### src/rtl/pipe_pkg.sv
// Shared types for the RV32I pipeline hazard control.
// Stall/flush bundle and stall FSM state encoding.
package pipe_pkg;

  typedef enum logic {
    RUN      = 1'b0,
    MEM_WAIT = 1'b1
  } stall_state_e;

  localparam logic [4:0] REG_ZERO = 5'd0;

  typedef struct packed {
    logic stallF;
    logic stallD;
    logic stallE;
    logic stallM;
    logic flushD;
    logic flushE;
    logic flushW;
  } ctrl_t;

endpackage

### src/rtl/sat_counter.sv
// Saturating event counter with synchronous clear.
// Holds at all-ones instead of wrapping.
module sat_counter #(
  parameter int CNT_W = 16
) (
  input  logic             clk,
  input  logic             clr,
  input  logic             inc,
  output logic [CNT_W-1:0] cnt
);

  always_ff @(posedge clk) begin
    if (clr) begin
      cnt <= '0;
    end else if (inc && (cnt != '1)) begin
      cnt <= cnt + 1'b1;
    end
  end

endmodule

### src/rtl/pipeline_stall_ctrl.sv
// Stall/flush control for load-use, taken branches and
// variable-latency data memory, with wait timeout and perf counters.
module pipeline_stall_ctrl #(
  parameter int MEM_TIMEOUT = 64,
  parameter int CNT_W       = 16
) (
  input  logic             clk,
  input  logic             rst_n,
  input  logic [4:0]       Rs1D,
  input  logic [4:0]       Rs2D,
  input  logic [4:0]       RdE,
  input  logic             ResultSrcE0,
  input  logic             PCSrcE,
  input  logic             MemReqM,
  input  logic             MemReadyM,
  output logic             StallF,
  output logic             StallD,
  output logic             StallE,
  output logic             StallM,
  output logic             FlushD,
  output logic             FlushE,
  output logic             FlushW,
  output logic             MemTimeout,
  output logic             MemErr,
  output logic [CNT_W-1:0] LuCnt,
  output logic [CNT_W-1:0] BrCnt,
  output logic [CNT_W-1:0] MwCnt
);

  import pipe_pkg::*;

  localparam logic [7:0] TO_LAST = 8'(MEM_TIMEOUT - 1);

  stall_state_e state;
  logic [7:0]   waitCnt;
  ctrl_t        ctrl;
  logic         lwHaz;
  logic         memMiss;
  logic         luInc;
  logic         brInc;
  logic         mwInc;
  logic         memTo;
  logic         cntClr;

  assign lwHaz = ResultSrcE0 && (RdE != REG_ZERO) &&
                 ((RdE == Rs1D) || (RdE == Rs2D));
  assign memMiss = MemReqM && !MemReadyM;
  assign cntClr  = !rst_n;

  always_comb begin
    ctrl  = '0;
    memTo = 1'b0;
    luInc = 1'b0;
    brInc = 1'b0;
    mwInc = 1'b0;
    if (rst_n) begin
      unique case (state)
        RUN: begin
          if (memMiss) begin
            ctrl = '{1'b1, 1'b1, 1'b1, 1'b1, 1'b0, 1'b0, 1'b1};
          end else if (PCSrcE) begin
            ctrl.flushD = 1'b1;
            ctrl.flushE = 1'b1;
            brInc       = 1'b1;
          end else if (lwHaz) begin
            ctrl.stallF = 1'b1;
            ctrl.stallD = 1'b1;
            ctrl.flushE = 1'b1;
            luInc       = 1'b1;
          end
        end
        MEM_WAIT: begin
          // Full freeze; branch and load-use wait for release
          ctrl  = '{1'b1, 1'b1, 1'b1, 1'b1, 1'b0, 1'b0, 1'b1};
          mwInc = 1'b1;
          memTo = !MemReadyM && (waitCnt == TO_LAST);
        end
        default: ;
      endcase
    end
  end

  always_ff @(posedge clk) begin
    if (!rst_n) begin
      state   <= RUN;
      waitCnt <= '0;
      MemErr  <= 1'b0;
    end else begin
      unique case (state)
        RUN: begin
          if (memMiss) begin
            state   <= MEM_WAIT;
            waitCnt <= 8'd1;
          end
        end
        MEM_WAIT: begin
          if (MemReadyM || memTo) begin
            state   <= RUN;
            waitCnt <= '0;
          end else begin
            waitCnt <= waitCnt + 8'd1;
          end
          if (memTo) MemErr <= 1'b1;
        end
        default: state <= RUN;
      endcase
    end
  end

  assign StallF     = ctrl.stallF;
  assign StallD     = ctrl.stallD;
  assign StallE     = ctrl.stallE;
  assign StallM     = ctrl.stallM;
  assign FlushD     = ctrl.flushD;
  assign FlushE     = ctrl.flushE;
  assign FlushW     = ctrl.flushW;
  assign MemTimeout = memTo;

  sat_counter #(.CNT_W(CNT_W)) uLuCnt (
    .clk (clk),
    .clr (cntClr),
    .inc (luInc),
    .cnt (LuCnt)
  );

  sat_counter #(.CNT_W(CNT_W)) uBrCnt (
    .clk (clk),
    .clr (cntClr),
    .inc (brInc),
    .cnt (BrCnt)
  );

  sat_counter #(.CNT_W(CNT_W)) uMwCnt (
    .clk (clk),
    .clr (cntClr),
    .inc (mwInc),
    .cnt (MwCnt)
  );

endmodule

### config.mk
export PLATFORM = sky130hd
export DESIGN_NAME = pipeline_stall_ctrl
export DESIGN_NICKNAME = d
export VERILOG_FILES = /design/src/rtl/pipe_pkg.sv /design/src/rtl/sat_counter.sv /design/src/rtl/pipeline_stall_ctrl.sv
export SDC_FILE = /design/constraint.sdc
export NUM_CORES = 1
export LEC_CHECK = 0
export BUFFER_PORTS_ARGS = -buffer_cell sky130_fd_sc_hd__buf_2
export CAP_MARGIN = 30
export CELL_PAD_IN_SITES_DETAIL_PLACEMENT = 0
export CELL_PAD_IN_SITES_GLOBAL_PLACEMENT = 2
export CORE_ASPECT_RATIO = 0.6
export CORE_UTILIZATION = 34
export DETAILED_ROUTE_END_ITERATION = 16
export PLACE_DENSITY = 0.89
export SLEW_MARGIN = 20
export SYNTH_ARGS = -nofsm -noshare
export SYNTH_HDL_FRONTEND = slang
export SYNTH_HIERARCHICAL = 1
export SYNTH_SLANG_ARGS = --single-unit
### constraint.sdc
create_clock -name clk -period 6.3 [get_ports clk]
set_input_delay 0.63 -clock clk [delete_from_list [all_inputs] [get_ports clk]]
set_output_delay 0.63 -clock clk [all_outputs]
set_load 0.02 [all_outputs]
==> results_dict.tcl <==
set metrics [dict create \
    status "finished, final reports clean" \
    wl_per_cell_um 14.18 \
    async_reset_ff_share_pct 0 \
    cts_tree "yes" \
    power.share.clock_pct 51.6 \
    synth_top_area_share_pct 34.83 \
    crit_fanout 55 \
    initial_core_util_pct 35.62 \
    holdBufCountCts 0 \
    ys_seq_elements 58 \
    numCtsBuffers 9 \
    clk_pin_slew_ps 50 \
    cts_root_buf "clkbuf_16" \
    ys_top_cells_by_area "dfxtp_1 35%, a21oi_1 5.0%, or4_1 4.7%" \
    netlist_top_cells_count "58 x dfxtp_1, 33 x a21oi_1, 26 x nand2_1" \
    ir_worst_vdd_mv 0.1537 \
    fin_nets 484 \
    grt_pass1_vias 2839 \
    dp_cells 577 \
    ant_nets 0 \
    ys_seq_area_share_pct 34.83 \
    grt_pass1_wl_um 13830 \
    p_sw_mw 0.1942 \
    hold_path_end "MemErr" \
    grtUsageMet1_pct 23.65 \
    hold_path.class "reg2reg" \
    via_per_inst 5.454 \
    routed-via-count 3234 \
    n_antenna_cell 0 \
    endpoint_kind "register" \
    comb_power_share_pct 5.3 \
    hold_depth 1 \
    grt_max_degree 56 \
    grtUsageMet2_pct 25.67 \
    rsz0062_at_grt "false" \
    drive_gt1_share_pct 26.13 \
    core_um2 9358 \
    die-width_um 129.8 \
    tns_ps 0 \
    synth_top_area_cell "dfxtp_1" \
    gr-usage-all-layers_pct 17.25 \
    portBuffers 77 \
    hold_viol 0 \
    syn_to_final_growth_pct 22.49 \
    start_kind "primary input" \
    max_freq_ghz 0.3421 \
    leakage_nw 1.606 \
    dp_hpwl_um 5927 \
    gp_congestion 0.7460 \
    die_y_um 78.70 \
    synth_edf_count 0 \
    clk_path_buf_depth 2 \
    post-route-min-period_ps 2923 \
    synth.distinct_cells 55 \
    wirelength_um 8411 \
    fin_crit_sh_pct 46.40 \
    multi_input_area_um2 2037 \
    reg2reg_depth 6 \
    required_ps 6510 \
    rows 27 \
    synth_cells 385 \
    tightest_slew_ps 822.3 \
    synth.most_common_cell "dfxtp_1" \
    cts_num_sinks 58 \
    antenna_found_initial 0 \
    crit_type "in2reg" \
    r2r-end "uBrCnt/cnt[11]" \
    final_core_util_pct 43.63 \
    cts_max_level 3 \
    slew_headroom_pct 44.77 \
    synth_ff_type "dfxtp_1" \
    postSynthAreaPerCell_um2 8.658 \
    hold_ws_ps 460.7 \
    die_area_um2 10220 \
    n_fill_cell 932 \
    hold_start "MemErr" \
    ctsResizeCount 0 \
    seq_area_um2 1161 \
    p_sw_share_pct 22.50 \
    yosysWarnings 6 \
    drt-initial-drc-count 180 \
    io_pins 78 \
    pwr-share-seq_pct 43.1 \
    netlist_area_um2 3333 \
    grt.overflow.total 0 \
    worst-endpoint-arrival_ps 3130 \
    clock_latency_ps 320 \
    maxCapViolations 0 \
    post_cts_buffers 0 \
    reg2reg_slack_ps 3840 \
    p_per_area_nw_per_um2 211.3 \
    use_met3_pct 4.919 \
    report.final.slew_viol_count 0 \
    r2r-start "state" \
    p_int_mw 0.6687 \
    stdcell_count 593 \
    syn-num-nets 410 \
    drc 0 \
    clock-skew-final_ps 4.602 \
    setup_viol 0 \
    top_usage_layer "met2" \
    first_pass_iters 4 \
]
placed cells by master (no fill, tap or decap), drive strengths merged, types with 4 or more instances in the layout:
cell type	Yosys	layout
buf	10	78
dfxtp	58	58
a21oi	34	34
nand2	29	29
nor2	23	23
nand3	22	22
or4	22	22
o31ai	20	20
o21ai	20	20
nor3	17	17
inv	14	14
nand4	13	13
clkbuf	6	13
xor2	10	10
nor4	10	10
and4	9	9
or3	9	9
nor2b	7	7
xnor2	7	7
and3	5	5
mux2i	4	4
o21a	4	4
o311ai	4	4
ha	4	4
o41ai	4	4
nand3b	4	4
logic make-up (layout without fill, tap and decap cells):
logic type	after synthesis	after routing	share of synthesized area (%)
mux	7	7	2.215
buf+inv	30	108	4.054
compound gates	91	91	17.72
simple gates	178	178	35.21
flops	58	58	34.83
fa+ha+maj	4	4	1.502
xor+xnor	17	17	4.467
flip-flops by register name, indices dropped and copies added, names as in the netlist:
register and flops:
MemErr 1, state 1, uBrCnt/cnt 16, uLuCnt/cnt 16, uMwCnt/cnt 16, waitCnt 8
through the flow:
step	cell area (µm²)	setup WS [ps]	power, mW
global placement	3806	3051	0.4251
CTS	4078	3244	0.8767
global route	4083	3241	0.8988
floorplan	3333	3639	0.4081
detailed placement	3806	2892	0.4256
finish	4083	3377	0.8629
area by class of cell:
cell class              count  share of cell area, %
inverters                  14                  1.287
well taps                 130                  3.984
clock buffers              12                  6.283
flip-flops and latches     58                  28.44
multi-input cells         297                  49.89
repair buffers             79                  9.746
clock inverters             3                 0.3678
worst max-delay path: stages:
cell and delay (ps):
buf_2 200, inv_2 40, buf_4 310, nor3_4 420
nand2_1 160, inv_1 220, nand2_1 280, nor4bb_1 480
mux2_2 380
power by group through the flow:
stage	Clock, mW	Combinational, mW	Sequential, mW
2_1_floorplan	0	0.0282	0.380
3_3_place_gp	0	0.0457	0.379
3_5_place_dp	0	0.0461	0.380
4_1_cts	0.459	0.0462	0.372
5_1_grt	0.476	0.0506	0.372
6_report	0.445	0.0456	0.372
worst max-delay path by stage:
stage / from / slack, ps / to / depth (start not counted)
after floorplan: RdE[3] / 3640 / uLuCnt/cnt[9] / 8
after global placement: RdE[3] / 3050 / uLuCnt/cnt[11] / 8
after detailed placement: RdE[3] / 2890 / uLuCnt/cnt[11] / 8
after CTS: RdE[3] / 3240 / uLuCnt/cnt[11] / 8
after global routing: rst_n / 3240 / uBrCnt/cnt[11] / 9
final: rst_n / 3380 / uBrCnt/cnt[11] / 9
routing by layer:
metal  part of all wire, %  vias up
met2                    42       66
li1                      -     1627
met5                     0        -
met3                   4.4        6
met1                    53     1535
met4                  0.83        0
No activity file was read; power rests on OpenSTA's default activity.
